File: src/rtl/gray_cnt_sync_mc.sv
// Multi-channel gray-code counter synchronizer: per-channel sync chain, gray->binary
// conversion, change strobe and modular delta. Define GRAY_CNT_SYNC_ERR_CHK_EN for the sticky multi-bit-change check.

module gray_cnt_sync_ch #(
  parameter int WIDTH  = 28,
  parameter int STAGES = 3
) (
  input  logic             clk,
  input  logic             resetn,
  input  logic [WIDTH-1:0] gray_i,
  input  logic             clr_i,
  input  logic             err_clr_i,
  output logic [WIDTH-1:0] cnt_bin_o,
  output logic             cnt_vld_o,
  output logic [WIDTH-1:0] cnt_delta_o,
  output logic             err_o
);

  logic [STAGES-1:0][WIDTH-1:0] sync_q;
  logic [WIDTH-1:0]             g_p_q;
  logic [WIDTH-1:0]             g_s;
  logic                         chg;

  logic [WIDTH-1:0] bin_d;
  logic [WIDTH-1:0] cnt_bin_q, cnt_bin_d;
  logic [WIDTH-1:0] cnt_delta_q, cnt_delta_d;
  logic             cnt_vld_q, cnt_vld_d;

  assign g_s = sync_q[STAGES-1];
  assign chg = (g_s != g_p_q);

  always_ff @(posedge clk or negedge resetn) begin
    if (!resetn) begin
      sync_q <= '0;
      g_p_q  <= '0;
    end else begin
      sync_q[0] <= gray_i;
      for (int k = 1; k < STAGES; k++) sync_q[k] <= sync_q[k-1];
      g_p_q <= g_s;
    end
  end

  // bin[j] is the XOR of all gray bits at and above j
  always_comb begin
    bin_d = '0;
    for (int j = 0; j < WIDTH; j++) bin_d[j] = ^(g_s >> j);
  end

  always_comb begin
    cnt_bin_d   = bin_d;
    cnt_vld_d   = 1'b0;
    cnt_delta_d = '0;
    if (!clr_i && chg) begin
      cnt_vld_d   = 1'b1;
      cnt_delta_d = bin_d - cnt_bin_q;
    end
  end

  always_ff @(posedge clk or negedge resetn) begin
    if (!resetn) begin
      cnt_bin_q   <= '0;
      cnt_vld_q   <= 1'b0;
      cnt_delta_q <= '0;
    end else begin
      cnt_bin_q   <= cnt_bin_d;
      cnt_vld_q   <= cnt_vld_d;
      cnt_delta_q <= cnt_delta_d;
    end
  end

  assign cnt_bin_o   = cnt_bin_q;
  assign cnt_vld_o   = cnt_vld_q;
  assign cnt_delta_o = cnt_delta_q;

`ifdef GRAY_CNT_SYNC_ERR_CHK_EN
  logic [WIDTH-1:0] diff;
  logic             multi;
  logic             err_q, err_d;

  // more than one set bit: clearing the lowest one still leaves something
  assign diff  = g_s ^ g_p_q;
  assign multi = |(diff & (diff - WIDTH'(1)));

  always_comb begin
    err_d = err_q;
    if (err_clr_i)          err_d = 1'b0;
    if (!clr_i && multi)    err_d = 1'b1;
  end

  always_ff @(posedge clk or negedge resetn) begin
    if (!resetn) err_q <= 1'b0;
    else         err_q <= err_d;
  end

  assign err_o = err_q;
`else
  logic unused_err_clr;
  assign unused_err_clr = err_clr_i;
  assign err_o          = 1'b0;
`endif

endmodule

module gray_cnt_sync_mc #(
  parameter int WIDTH    = 28,
  parameter int CHANNELS = 4,
  parameter int STAGES   = 3
) (
  input  logic                      clk,
  input  logic                      resetn,
  input  logic [CHANNELS*WIDTH-1:0] gray_in,
  input  logic [CHANNELS-1:0]       clr,
  input  logic [CHANNELS-1:0]       err_clr,
  output logic [CHANNELS*WIDTH-1:0] cnt_bin,
  output logic [CHANNELS-1:0]       cnt_vld,
  output logic [CHANNELS*WIDTH-1:0] cnt_delta,
  output logic [CHANNELS-1:0]       err
);

  for (genvar i = 0; i < CHANNELS; i++) begin : g_ch
    gray_cnt_sync_ch #(
      .WIDTH  (WIDTH),
      .STAGES (STAGES)
    ) u_ch (
      .clk         (clk),
      .resetn      (resetn),
      .gray_i      (gray_in[i*WIDTH +: WIDTH]),
      .clr_i       (clr[i]),
      .err_clr_i   (err_clr[i]),
      .cnt_bin_o   (cnt_bin[i*WIDTH +: WIDTH]),
      .cnt_vld_o   (cnt_vld[i]),
      .cnt_delta_o (cnt_delta[i*WIDTH +: WIDTH]),
      .err_o       (err[i])
    );
  end

endmodule

File: config.mk
export PLATFORM = sky130hd
export DESIGN_NAME = gray_cnt_sync_mc
export DESIGN_NICKNAME = d
export VERILOG_FILES = /design/src/rtl/gray_cnt_sync_mc.sv
export SDC_FILE = /design/constraint.sdc
export NUM_CORES = 1
export LEC_CHECK = 0
export CAP_MARGIN = 20
export CORE_MARGIN = 5
export CORE_UTILIZATION = 40
export CTS_CLUSTER_DIAMETER = 100
export DETAILED_ROUTE_END_ITERATION = 6
export GPL_TIMING_DRIVEN = 0
export SLEW_MARGIN = 20
export SYNTH_ARGS = -nofsm -noshare
export SYNTH_HDL_FRONTEND = slang
export SYNTH_SLANG_ARGS = --single-unit
File: constraint.sdc
create_clock -name clk -period 13.55 [get_ports clk]
set_input_delay 2.0325 -clock clk [delete_from_list [all_inputs] [get_ports clk]]
set_output_delay 2.0325 -clock clk [all_outputs]
set_load 0.005 [all_outputs]
==> flow_summary.yaml, run 1 <==
worst_setup_path:
  arrival_ns: 11.05
  crit_slowest_cell: "a2111oi_0"
  crit_type: "reg -> reg"
  critical_path_buf_inv_count: 0
  cp_data_required_time_ns: 14.01
  max_stage_delay_ns: 0.69
  startpoint_type: "flip-flop"
  worstPathMaxFanout: 5
  endpoint_kind: "flip-flop"
  crit_family: "XOR/XNOR gates"
logic_synthesis:
  yosys_register_bits: 672
  synth_area_leaders: "dfrtp_1, ha_1, xnor2_1"
  avgSynthCellArea_um2: 13.6
  synth_flop_cell: "dfrtp_1"
  async_reset_ff_frac: 1.00
  synth_top_area_cell: "dfrtp_1"
  yosysSeqAreaShare: 0.660
  synth.distinct_cells: 55
  syn_area_um2: 25500
  yosys_warnings: 0
  synth_edf_count: 0
  synth_cells: 1876
  synthDominantCellAreaShare: 0.660
place:
  place_area_um2: 30200
  pre_cts_slack_ns: 2.95
  gp_congestion: 0.863
  port_buffers: 345
  dp_cells: 3076
  hpwl_um: 41200
detailed_routing:
  routed-via-count: 14603
  ant_nets: 0
  viasPerCell: 4.55
  drtIter0Drc: 738
  firstDrtPassIters: 5
  drc: 0
  wl_per_cell_um: 17.2
  drt-total-wl_um: 55100
timing:
  maxSlewViolCount: 0
  hold_viol_final: 0
  setup_tns_ns: 0
  setup_ws_ns: 2.95
  finalHoldWorstSlack_ns: 0.339
  max_freq_mhz: 94.4
  setup_viol: 0
  clock_skew_ns: 0.0229
  slew_headroom: 0.467
  rsz0062_at_grt: "no"
  min_period_ns: 10.60
  worstMarginPinSlew_ns: 0.799
  period_share: 0.782
power:
  pwr-share-comb: 0.455
  report.power.total_mw: 8.50
  p_int_mw: 5.49
  ir_drop_mv: 0.107
  power.share.sequential: 0.304
  switching_share: 0.354
  powerDensity_nw_per_um2: 260
  p_switching_mw: 3.01
  clock_power_share: 0.241
  leakagePower_nw: 15.1
grt:
  grt_max_degree: 107
  grt_usage: 0.161
  antenna_found_initial: 11
  grt_pass1_wl_um: 88000
  grt_overflow: 0
  grt_pass1_vias: 15632
outcome:
  status: "complete, no violations"
clock_tree:
  clkSlewWorstSetupHoldPaths_ns: 0.06
  clk_path_buf_depth: 3
  cts_htree_levels: 3
  cts-root-buf: "clkbuf_16"
  clk-insertion-delay-late_ns: 0.61
  cts_sinks: 672
  ctsResizeCount: 0
  cts_buffers: 74
  postCtsSetupBuffers: 0
  postCtsHoldBufs: 0
  cts_tree: "built"
floorplanning:
  num_rows: 92
  core_um2: 63100
  ioPinCount: 354
  start_util: 0.404
  die_h_um: 262
  die_w_um: 262
  die-area_um2: 68800
layout:
  final_cell_mix: "dfrtp_1, clkdlybuf4s50_1, inv_1"
  nets: 2538
  n_fill_cell: 5373
  fin_area_um2: 32700
  area_growth_pct: 28.5
  fin_cells: 3212
  utilization: 0.519
  mostFrequentLayoutCell: "dfrtp_1"
  drive_gt1_frac: 0.0712
worst_hold_path:
  hp-class: "reg -> reg"
flow_run:
  maxCapViolCount: 0
[area by class of cell]
| class | instances | area (µm²) | area share |
|---|---|---|---|
| multi-input combinational | 981 | 7770 | 0.237 |
| timing repair buffer | 351 | 3620 | 0.111 |
| clock buffer | 100 | 2090 | 0.0639 |
| clock inverter | 29 | 459 | 0.0140 |
| inverter | 200 | 751 | 0.0229 |
| antenna | 7 | 17.5 | 0.000535 |
| buffer | 26 | 143 | 0.00436 |
| sequential | 672 | 16800 | 0.514 |
| tap | 846 | 1060 | 0.0323 |
[Yosys cell counts (3+ instances only)]
master,n
dfrtp_1,672
inv_1,199
xnor2_1,125
xor2_1,125
ha_1,106
o21ai_0,75
a21oi_1,73
nor2_1,53
nand2_1,48
nor3_1,32
a21o_1,31
and2_1,31
nor2b_1,30
nor3b_1,26
a21boi_0,21
nand4_1,21
nand3_1,18
nor4_1,17
nand2b_1,16
and3_1,13
o21a_1,13
buf_4,12
clkbuf_1,11
xnor2_2,10
xor3_1,10
and3b_1,9
xor2_2,9
a31oi_1,8
o21bai_1,7
o211ai_1,5
fa_1,4
or2_2,4
xnor3_1,4
xor3_2,4
a221oi_1,3
a41oi_1,3
buf_1,3
o31ai_1,3
[power groups by stage]
stage	Sequential, mW	Combinational [mW]	Clock [mW]
2_1_floorplan	2.60	2.52	0
3_3_place_gp	2.63	3.77	0
3_5_place_dp	2.62	3.86	0
4_1_cts	2.59	3.88	2.13
5_1_grt	2.62	4.34	2.21
6_report	2.58	3.86	2.05
[logic make-up (layout without fill, tap and decap cells)]
logic type	after synthesis	in the layout	synth area share
AO/OA/AOI/OAI	254	254	0.0611
XOR/XNOR	291	291	0.119
adder cells (fa/ha/maj)	111	111	0.0556
buffers and inverters	226	706	0.0351
flip-flops	672	672	0.660
other	1	11	0.000147
AND/OR/NAND/NOR	321	321	0.0687
[worst paths after layout]
kind	to	slack [ns]	depth (start not counted)	startpoint
min	g_ch[2].u_ch.sync_q[40]$_DFF_PN0_	0.34	0	g_ch[2].u_ch.sync_q[12]$_DFF_PN0_
min reg2reg	g_ch[2].u_ch.sync_q[40]$_DFF_PN0_	0.34	0	g_ch[2].u_ch.sync_q[12]$_DFF_PN0_
max	g_ch[2].u_ch.cnt_delta_o[26]$_DFF_PN0_	2.95	38	g_ch[2].u_ch.g_s[25]$_DFF_PN0_
max in group asynchronous	g_ch[0].u_ch.cnt_bin_o[10]$_DFF_PN0_	10.70	3	resetn
max reg2reg	g_ch[2].u_ch.cnt_delta_o[26]$_DFF_PN0_	2.95	38	g_ch[2].u_ch.g_s[25]$_DFF_PN0_
min in group asynchronous	g_ch[1].u_ch.cnt_delta_o[0]$_DFF_PN0_	1.42	1	resetn
[flip-flops by register name, summed over array words and instances (netlist names)]
| register | count |
|---|---|
| g_ch.u_ch.cnt_delta_o | 112 |
| g_ch.u_ch.g_s | 112 |
| g_ch.u_ch.cnt_bin_o | 112 |
| g_ch.u_ch.g_p_q | 108 |
| g_ch.u_ch.cnt_vld_o | 4 |
| g_ch.u_ch.sync_q | 224 |
[layer usage]
layer  wire length (µm)  GRT usage  vias to the layer above
met4               2060     0.0717                        8
met1              24100      0.210                     7133
met2              25900      0.256                      356
met5                 37          0                        -
met3               3070     0.0398                      108
li1                   -          -                     6998
Note: power is estimated with default switching activity, not from simulation.
==> inputs of run 2 (changes only) <==
Clock period 13.55 ns to 9.2 ns, I/O delays scaled along.
==> run 2 against run 1 <==
- cell count grew 2.5%
- sequential share of layout area shrank 1.5 points
- die area is the same
- hold slack lost 0.0011 ns
- flip-flop and latch count is the same
- via count grew 2.7%
- clock skew shrank 0.0010 ns
- core utilization grew 1.6 points
- clock power grew 47%
- maximum frequency grew 22%
- combinational power grew 65%
- power grew 55%
- critical endpoint is now g_ch[3].u_ch.cnt_delta_o[24]$_DFF_PN0_
- largest power group unchanged
==> flow_summary.yaml, run 2 (same netlist as run 1, synthesis figures left out) <==
layout:
  nets: 2617
  largest_register_ff_count: 224
  fin_cells: 3291
  regMostFlops: "g_ch.u_ch.sync_q"
  n_fill_cell: 5316
  final_cell_mix: "dfrtp_1, clkdlybuf4s50_1, inv_1"
  drive_gt1_frac: 0.124
  utilization: 0.534
  area_growth_pct: 32.4
  mostFrequentLayoutCell: "dfrtp_1"
timing:
  min_period_ns: 8.72
  hold_viol_final: 0
  worstMarginPinSlew_ns: 0.800
  finalHoldWorstSlack_ns: 0.338
  slew_headroom: 0.462
  setup_viol: 0
  max_freq_mhz: 115
  maxSlewViolCount: 0
  period_share: 0.948
  rsz0062_at_grt: "yes"
  clock_skew_ns: 0.0219
worst_setup_path:
  crit_slowest_cell: "xor3_2"
  cp_data_required_time_ns: 9.68
  crit_type: "reg -> reg"
  max_stage_delay_ns: 0.50
  endpoint_kind: "flip-flop"
  worstPathMaxFanout: 4
  path_common_cell: "xor3_2"
  startpoint_type: "flip-flop"
  arrival_ns: 9.20
clock_tree:
  cts_buffers: 74
  cts_tree: "built"
  clk-insertion-delay-late_ns: 0.61
  clkSlewWorstSetupHoldPaths_ns: 0.06
  cts-root-buf: "clkbuf_16"
  clk_path_buf_depth: 3
  cts_htree_levels: 3
  cts_sinks: 672
grt:
  antenna_found_initial: 11
  grt_max_degree: 107
  grt_overflow: 0
  grt_pass1_wl_um: 89600
  grt_pass1_vias: 15965
  grt_usage: 0.163
place:
  port_buffers: 345
  dp_cells: 3076
  hpwl_um: 41200
  gp_congestion: 0.863
power:
  leakagePower_nw: 15.6
  clock_power_share: 0.229
  power.share.sequential: 0.288
  report.power.total_mw: 13.2
  pwr-share-comb: 0.482
  p_int_mw: 8.54
  powerDensity_nw_per_um2: 391
  ir_drop_mv: 0.158
  p_switching_mw: 4.65
  switching_share: 0.353
detailed_routing:
  wl_per_cell_um: 17.1
  viasPerCell: 4.56
  drtIter0Drc: 679
  routed-via-count: 14994
  drt-total-wl_um: 56400
  ant_nets: 0
  firstDrtPassIters: 5
  drc: 0
outcome:
  status: "complete, no violations"
floorplanning:
  num_rows: 92
  ioPinCount: 354
  core_um2: 63100
  die_h_um: 262
  die_w_um: 262
  start_util: 0.404
  die-area_um2: 68800
flow_run:
  maxCapViolCount: 0
worst_hold_path:
  hp-class: "reg -> reg"
## run 2: repair_timing
item                                    CTS  global route
endpoints found under the setup margin   35            41
hold buffers                              0             0
pin swaps                                22            45
setup buffers                            46            33
resized for setup                        34            64
endpoints found under the hold margin     0             0
## run 2: worst paths after layout
kind	from	end	slack, ns	cells after the start
max	g_ch[3].u_ch.g_s[25]$_DFF_PN0_	g_ch[3].u_ch.cnt_delta_o[24]$_DFF_PN0_	0.48	38
min	g_ch[2].u_ch.sync_q[53]$_DFF_PN0_	g_ch[2].u_ch.g_s[25]$_DFF_PN0_	0.34	0
max reg2reg	g_ch[3].u_ch.g_s[25]$_DFF_PN0_	g_ch[3].u_ch.cnt_delta_o[24]$_DFF_PN0_	0.48	38
min reg2reg	g_ch[2].u_ch.sync_q[53]$_DFF_PN0_	g_ch[2].u_ch.g_s[25]$_DFF_PN0_	0.34	0
max in group asynchronous	resetn	g_ch[3].u_ch.g_s[16]$_DFF_PN0_	7.00	3
min in group asynchronous	resetn	g_ch[1].u_ch.cnt_delta_o[0]$_DFF_PN0_	0.76	1
## run 2: final cells by class
cell class / instances / area (µm²) / share of cell area
Sequential cell: 672 / 16800 / 0.499
Buffer: 26 / 143 / 0.00423
Tap cell: 846 / 1060 / 0.0314
Inverter: 200 / 751 / 0.0223
Clock buffer: 100 / 2090 / 0.0620
Multi-Input combinational cell: 981 / 8160 / 0.242
Clock inverter: 29 / 459 / 0.0136
Antenna cell: 7 / 17.5 / 0.000520
Timing Repair Buffer: 430 / 4220 / 0.125
## run 2: metrics by stage
step / area (µm²) / setup TNS [ns] / setup WS [ns]
global placement: 30000 / - / -22.53
global route: 33700 / -0.740 / -0.177
detailed placement: 30200 / -15.18 / -1.40
floorplan: 25500 / 0 / 0.478
CTS: 33200 / -0.0744 / -0.0744
finish: 33700 / 0 / 0.482
## run 2: power by group through the flow
stage | clock network, mW | logic (mW) | registers, mW
floorplan | 0 | 3.71 | 3.82
global placement | 0 | 5.55 | 3.88
detailed placement | 0 | 5.68 | 3.85
CTS | 3.14 | 6.02 | 3.81
global route | 3.25 | 7.08 | 3.86
finish | 3.02 | 6.36 | 3.80
## run 2: worst max-delay path: cells and delay by family (launching register included)
| family | cells | cell delay [ns] |
|---|---|---|
| flops | 1 | 0.41 |
| simple gates | 3 | 0.47 |
| compound gates | 14 | 2.25 |
| xor+xnor | 19 | 4.83 |
| fa+ha+maj | 2 | 0.65 |
## run 2: layer usage
| metal | share of wire | global-route usage | vias to the layer above |
|---|---|---|---|
| met1 | 0.43 | 0.212 | 7348 |
| met5 | 0.00067 | 0 | - |
| met3 | 0.056 | 0.0398 | 109 |
| met4 | 0.036 | 0.0717 | 8 |
| li1 | - | - | 7145 |
| met2 | 0.48 | 0.262 | 384 |
